<file path="src/rtl/alu_sched.sv">
// alu_sched: two-port round-robin request scheduler and sequencer for the
// 8-bit multi-cycle ALU (add/sub/mul/div).
//
// Ports
//   clk, rst_n                 clock, asynchronous active-low reset
//   reqN_valid/ready           request handshake, one pair per requester
//   reqN_op/opa/opb            operation, first operand (A:Q for div), operand M
//   rsp_valid/ready            response handshake
//   rsp_id/data/err            requester index, captured ALU outbus, watchdog flag
//   alu_start/sel/inbus/rst    ALU loading protocol outputs (alu_rst active-high)
//   alu_outbus/finish          ALU result and done
//   busy                       high in every state except IDLE
//
// Optional feature: define ALU_SCHED_TIMEOUT_EN to compile in a RUN-state
// watchdog that aborts after TIMEOUT_CYC cycles with rsp_err=1, rsp_data=0.
module alu_sched #(
    parameter int OP2_DELAY   = 1,
    parameter int TIMEOUT_CYC = 255
) (
    input  logic        clk,
    input  logic        rst_n,
    input  logic        req0_valid,
    output logic        req0_ready,
    input  logic [1:0]  req0_op,
    input  logic [15:0] req0_opa,
    input  logic [7:0]  req0_opb,
    input  logic        req1_valid,
    output logic        req1_ready,
    input  logic [1:0]  req1_op,
    input  logic [15:0] req1_opa,
    input  logic [7:0]  req1_opb,
    output logic        rsp_valid,
    input  logic        rsp_ready,
    output logic        rsp_id,
    output logic [15:0] rsp_data,
    output logic        rsp_err,
    output logic        alu_start,
    output logic [1:0]  alu_sel,
    output logic [15:0] alu_inbus,
    output logic        alu_rst,
    input  logic [15:0] alu_outbus,
    input  logic        alu_finish,
    output logic        busy
);

    localparam int CW = 16;
    localparam logic [CW-1:0] LOAD_LAST = CW'(OP2_DELAY - 1);

    if (OP2_DELAY < 1 || TIMEOUT_CYC < 1) begin : g_bad_param
        $error("alu_sched: OP2_DELAY and TIMEOUT_CYC must be >= 1");
    end

    typedef enum logic [2:0] {
        S_CLEAR, S_IDLE, S_START, S_LOAD, S_RUN, S_RESP
    } state_t;

    typedef struct packed {
        logic [1:0]  op;
        logic [15:0] opa;
        logic [7:0]  opb;
        logic        id;
    } req_t;

    state_t        state, state_nx;
    req_t          cur;
    logic          last_grant;
    logic          gnt_vld, gnt_id;
    logic [CW-1:0] cnt;
    logic          hs, done, timeout;

    // Grant is registered so ready never depends combinationally on valid.
    // It is recomputed every cycle; a requester holds valid until accepted,
    // so the grant seen in IDLE always matches a still-pending request.
    assign req0_ready = (state == S_IDLE) && gnt_vld && !gnt_id;
    assign req1_ready = (state == S_IDLE) && gnt_vld &&  gnt_id;
    assign hs         = (state == S_IDLE) && gnt_vld && (gnt_id ? req1_valid : req0_valid);

    assign done = (state == S_RUN) && alu_finish;

`ifdef ALU_SCHED_TIMEOUT_EN
    localparam logic [CW-1:0] RUN_LAST = CW'(TIMEOUT_CYC - 1);
    logic rsp_err_q;

    assign timeout = (state == S_RUN) && !alu_finish && (cnt == RUN_LAST);
    assign rsp_err = rsp_err_q;

    always_ff @(posedge clk or negedge rst_n) begin
        if (!rst_n)       rsp_err_q <= 1'b0;
        else if (done)    rsp_err_q <= 1'b0;
        else if (timeout) rsp_err_q <= 1'b1;
    end
`else
    assign timeout = 1'b0;
    assign rsp_err = 1'b0;
`endif

    always_comb begin
        state_nx  = state;
        alu_start = 1'b0;
        alu_sel   = 2'b00;
        alu_inbus = 16'h0000;
        case (state)
            S_CLEAR: state_nx = S_IDLE;
            S_IDLE:  if (hs) state_nx = S_START;
            S_START: begin
                alu_start = 1'b1;
                alu_sel   = cur.op;
                alu_inbus = cur.opa;
                state_nx  = S_LOAD;
            end
            S_LOAD: begin
                alu_sel   = cur.op;
                alu_inbus = cur.opa;
                if (cnt == LOAD_LAST) state_nx = S_RUN;
            end
            S_RUN: begin
                alu_sel   = cur.op;
                alu_inbus = {8'h00, cur.opb};
                if (done || timeout) state_nx = S_RESP;
            end
            S_RESP:  if (rsp_ready) state_nx = S_CLEAR;
            default: state_nx = S_CLEAR;
        endcase
    end

    assign alu_rst   = (state == S_CLEAR);
    assign busy      = (state != S_IDLE);
    assign rsp_valid = (state == S_RESP);
    assign rsp_id    = cur.id;

    // Shared LOAD/RUN cycle counter, cleared on every state change.
    always_ff @(posedge clk or negedge rst_n) begin
        if (!rst_n)                                cnt <= '0;
        else if (state_nx != state)                cnt <= '0;
        else if (state == S_LOAD || state == S_RUN) cnt <= cnt + CW'(1);
    end

    always_ff @(posedge clk or negedge rst_n) begin
        if (!rst_n) begin
            state      <= S_CLEAR;
            last_grant <= 1'b1;
            gnt_vld    <= 1'b0;
            gnt_id     <= 1'b0;
            cur        <= '0;
            rsp_data   <= 16'h0000;
        end else begin
            state   <= state_nx;
            gnt_vld <= req0_valid | req1_valid;
            gnt_id  <= (req0_valid && req1_valid) ? ~last_grant : req1_valid;
            if (hs) begin
                cur        <= gnt_id ? {req1_op, req1_opa, req1_opb, 1'b1}
                                     : {req0_op, req0_opa, req0_opb, 1'b0};
                last_grant <= gnt_id;
            end
            if (done)         rsp_data <= alu_outbus;
            else if (timeout) rsp_data <= 16'h0000;
        end
    end

endmodule

</file>
<file path="config.mk">
export PLATFORM = sky130hd
export DESIGN_NAME = alu_sched
export DESIGN_NICKNAME = d
export VERILOG_FILES = /design/src/rtl/alu_sched.sv
export SDC_FILE = /design/constraint.sdc
export NUM_CORES = 1
export LEC_CHECK = 0
export CORE_ASPECT_RATIO = 1.75
export CORE_MARGIN = 2
export CORE_UTILIZATION = 49
export DETAILED_ROUTE_END_ITERATION = 10
export GPL_TIMING_DRIVEN = 0
export PLACE_DENSITY_LB_ADDON = 0.15
export SYNTH_ARGS = -nofsm -noshare
export SYNTH_HDL_FRONTEND = slang
export SYNTH_SLANG_ARGS = --single-unit
</file>
<file path="constraint.sdc">
create_clock -name clk -period 5.2 [get_ports clk]
set_input_delay 1.04 -clock clk [delete_from_list [all_inputs] [get_ports clk]]
set_output_delay 1.04 -clock clk [all_outputs]
set_load 0.01 [all_outputs]
</file>
-- Word-level counts from Yosys, hierarchy flattened
Cells that the tools add are included.
- bits in registers: 65
- input bits: 74
- word-level logic and storage cells: 46
- add/subtract/negate cells: 1
- equal/unequal tests: 7
- muxes and demuxes: 13
- bitwise operators: 2
- reduce and logical (&&, ||, !) cells: 13
- operator list (kind ; number):
    2-to-1 mux 16 bit ; 2
    one-hot mux 16 bit (2 select lines) ; 1
    2-to-1 mux 27 bit ; 1
    one-hot mux 3 bit (6 select lines) ; 1
    adder 16 x 1 -> 16 bit (second input constant) ; 1
    logical NOT 16 bit ; 1
    2-to-1 mux 3 bit ; 4
    equality test 3 x 2 -> 1 bit (second input constant) ; 2
    equality test 3 bit (second input constant) ; 2
    logical AND 1 bit ; 6
    equality test 3 x 1 -> 1 bit (second input constant) ; 1
    logical NOT 3 bit ; 1
    2-to-1 mux 1 bit ; 3
    inequality test 3 x 1 -> 1 bit (second input constant) ; 1
    inequality test 3 bit ; 1
    OR reduction 3 bit ; 1
    2-to-1 mux 2 bit ; 1
    nonzero test 2 bit ; 1
    OR reduction 2 bit ; 1
    logical NOT 1 bit ; 1
    logical OR 1 bit ; 1
    inverter 1 bit ; 1
    OR 1 bit ; 1

-- Logic depth before layout (Yosys ltp)
- word-level depth: 7
- mapped depth: 8

-- Least setup slack after synthesis
Ideal clock, no wire load.
- path kind: reg-to-output
- start: register state[2]
- end: output port alu_inbus[0]
- arrival time: 1.342 ns
- path slack: 2.818 ns
- stages on the path, launching flop included: 6
- path buffers: 2
- cells stage by stage: dfrtp_1 clkbuf_1 nor2b_1 clkbuf_1 nand2_1 o21ai_0
- longest elaborated chain between the ends: 3
- ends and longest elaborated chain (what ; RTL line ; source):
    from (decl) ; 64 ; state_t state, state_nx;
    from (signal assigned) ; 147 ; state <= state_nx;
    equality test 3 x 2 -> 1 bit ; 102 ; case (state)
    OR reduction 2 bit (no source line) ; n/a ;
    one-hot mux 16 bit (2 select lines) (*) ; 102 ;
    to (decl) ; 39 ; output logic [15:0] alu_inbus,
Every way passes the cells marked *; elsewhere a longest branch is shown, timed or not.

-- Worst setup path after layout
Ends and elaborated chain as after synthesis.

==> summary.md <==
| Metric | Value |
|---|---|
| Vias per inst | 5.45 |
| Std-Cell Rows | 39 |
| Clock sink count | 65 |
| Vias | 2955 |
| Synth async-reset ratio | 1.00 |
| Power Total | 2.37 mW |
| CP max stage delay | 0.58 ns |
| Gr usage total | 0.239 |
| Synth top area share | 0.477 |
| Worst hold path type | reg -> reg |
| Post-DRT Antenna Nets | 0 |
| First-pass GRT wire length | about 14 mm |
| CP startpoint kind | flop |
| Worst setup path startpoint | state[2] |
| Clock root cell | clkbuf_16 |
| Mapped Cells | 330 |
| VDD IR-drop max | between 0.2 and 0.3 mV |
| RePlAce Congestion | a little over 0.8 |
| Initial antenna violation count | 0 |
| Final setup fails | 0 |
| Drt total wl | roughly 8.4 mm |
| CTS Hold Bufs | 0 |
| CP max-delay cell | clkdlybuf4s50_1 |
| Largest net degree at the start of global routing | 66 |
| Largest buffer count on any clock path | 2 |
| Slew Limit Fails | 0 |
| Min Hold Slack | approximately 0.47 ns |
| P_sw | a little over 0.8 mW |
| RSZ-0062 raised after global routing | no |
| DR iter-0 viols | 179 |
| Post-synth EDFFs | 0 |
| Min Tclk post-route | 3.51 ns |
| Clock Skew | 0.00501 ns |
| Synth Warn # | 0 |
| Vert. Die Dim | 113 um |
| Grt ovf | 0 |
| Setup bufs post-CTS | 0 |
| WL/cell | 15.4 um |
| Die area | 7550 sq um |
| Worst skew pair latency | 0.33 ns |
| Synth unique cells | 52 |
| Vias in the first global route | ~3200 |
| Cts bufs inserted | 9 |
| I/O Buffers | 114 |
| Synth-to-Final Area Change | 44.9% |
| Top cells by count, synth | dfrtp_1, nand2_1, o21ai_0, mux2i_1, mux2_2 |
| Synth top area cells | dfrtp_1, mux2i_1, o21ai_0 |
| Slew @ Worst Pin | 0.821 ns |
| Final period util | 0.674 |
| Lkg Pwr | 2.06 nW |
| DR pass1 iterations | 7 |
| Sequential share of the synthesized area | 0.485 |
| Rel. slew slack | 0.453 |
| Ys flop type | dfrtp_1 |
| Seq cells post-synth | 65 |
| Hold_sp | cur[23] |
| Critical Path Most Common Cell | clkbuf_1 |
| Clock Power Share | 0.224 |
| Reg2reg start | state[2] |
| Largest area contributor in the netlist | dfrtp_1 |
| Worst path cell trace | clkbuf_1 > nor2b_1 > clkbuf_1 > nand2_1 > o21ai_0 > clkdlybuf4s50_1 |
| Fmax | between 200 and 300 MHz |
| Fillers | 522 |
| Share of post-route cells with drive strength above 1 | 0.124 |
| Combinational power share | 0.445 |
| Switching share of total power | 0.350 |
| Crit end category | output port |
| TritonCTS clock tree | done |
| Setup_tns | 0 ns |
| Post-Syn Area per Cell | 10.2 sq um |
| Run status | finished clean |
| Fin. Hold Viols | 0 |
| Hpwl dp | 6.40 mm |
| H-tree levels | 3 |
| Core area | 6590 sq um |
| Residual DRC count | 0 |
| Final net count | 531 |
| Critical path arrival | between 2 and 2.5 ns |
| Sequential share of power | 0.331 |
| Initial Utilization | 0.509 |
| Most common cell in the synthesized netlist | dfrtp_1 |
| Clk slew on worst S/H paths | 0.05 ns |
| Max_cap viols | 0 |
| Internal | between 1.5 and 2 mW |
| # IOs | ~120 |
| Pwr dens | 489 nW/um^2 |
| Critical path peak fanout | 10 |
| Critical path type | reg -> out |
| Required @ worst endpoint | 4.16 ns |
| Antenna cells | 0 |
| Syn nets | 406 |
| Post-synthesis cell area | between 3000 and 4000 sq um |
| Die width | 66.5 um |
| Post_cts resized | 0 |
logic make-up after synthesis:
family	synth area share
other	0.00112
adders and majority gates	0.00746
AOI/OAI and AO/OA	0.137
muxes	0.134
and+or+nand+nor	0.172
buffers and inverters	0.0466
xor gates and xnor gates	0.0157
DFF	0.485
worst paths after layout:
path	endpoint	slack (ns)	cells after the start
max	alu_inbus[0]	1.69	6
min in group asynchronous	rsp_data[2]	0.81	1
min reg2reg	cur[23]	0.47	2
max in group asynchronous	rsp_id	3.85	1
max reg2reg	rsp_data[7]	3.00	5
min	cur[23]	0.47	2
critical path: cells and delay by family, from the launching register on:
kind / cells / cell delay [ns]
DFF: 1 / 0.38
buffers and inverters: 3 / 1.27
and+or+nand+nor: 2 / 0.27
AOI/OAI and AO/OA: 1 / 0.22
layer usage:
layer	vias up	global-route usage	routed length [um]
met5	-	0	0
met4	0	0.107	291
met3	17	0.0542	411
met2	92	0.444	4740
met1	1444	0.246	2910
li1	1402	-	-
state kept, by name, indices dropped and copies added (netlist names):
name and cells:
cnt 16, rsp_id 1, cur 26, state 3, rsp_data 16, gnt_id 1, last_grant 1, gnt_vld 1
per-stage QoR:
step | cells | util | cell area [sq um] | worst slack, ns
final | 542 | 0.738 | 4860 | 1.69
after global routing | 542 | 0.738 | 4860 | 1.50
after global placement | 526 | 0.698 | 4600 | 0.944
after detailed placement | 526 | 0.698 | 4600 | 2.02
after floorplan | 330 | - | 3350 | 2.82
after CTS | 542 | 0.738 | 4860 | 1.69
cell type report:
type / count / area (sq um) / share of cell area
plain buffers: 23 / 126 / 0.0260
clock buffers: 10 / 229 / 0.0471
clock inverters: 6 / 35.0 / 0.00721
inverters: 8 / 30.0 / 0.00618
multi-input cells: 234 / 1570 / 0.323
flip-flops and latches: 65 / 1630 / 0.335
well taps: 82 / 103 / 0.0211
repair buffers: 114 / 1140 / 0.234
cell usage in the layout, fill, tap and decap left out, types with 2 or more instances in the layout:
cell             synthesis  layout
clkdlybuf4s50_1          0     113
dfrtp_1                 64      64
nand2_1                 53      53
o21ai_0                 42      42
mux2i_1                 27      27
clkbuf_1                15      16
mux2_2                  16      16
a21oi_1                 14      14
and2_1                  10      10
clkbuf_16                0       9
inv_1                    8       8
or4_1                    6       6
o31ai_1                  6       6
nor2_2                   6       6
xor2_1                   5       5
or3_1                    4       4
clkinv_2                 0       4
buf_6                    3       3
nor3_1                   3       3
nor2_1                   3       3
buf_2                    2       2
nor2b_1                  2       2
nand2b_1                 2       2
o21a_1                   2       2
or2_2                    2       2
nand4_1                  2       2
and4_1                   2       2
nand3_1                  2       2
o211ai_1                 2       2
ha_1                     2       2
buf_4                    1       2
clkinvlp_4               0       2
power groups by stage:
stage                     registers (mW)  clock network, mW  logic [mW]
after floorplan                    0.802                  0       0.570
after global placement             0.782                  0        1.04
after detailed placement           0.796                  0        1.06
after CTS                          0.788              0.537        1.07
after global routing               0.807              0.555        1.15
final                              0.786              0.532        1.06
(Power assumes the default switching activity.)
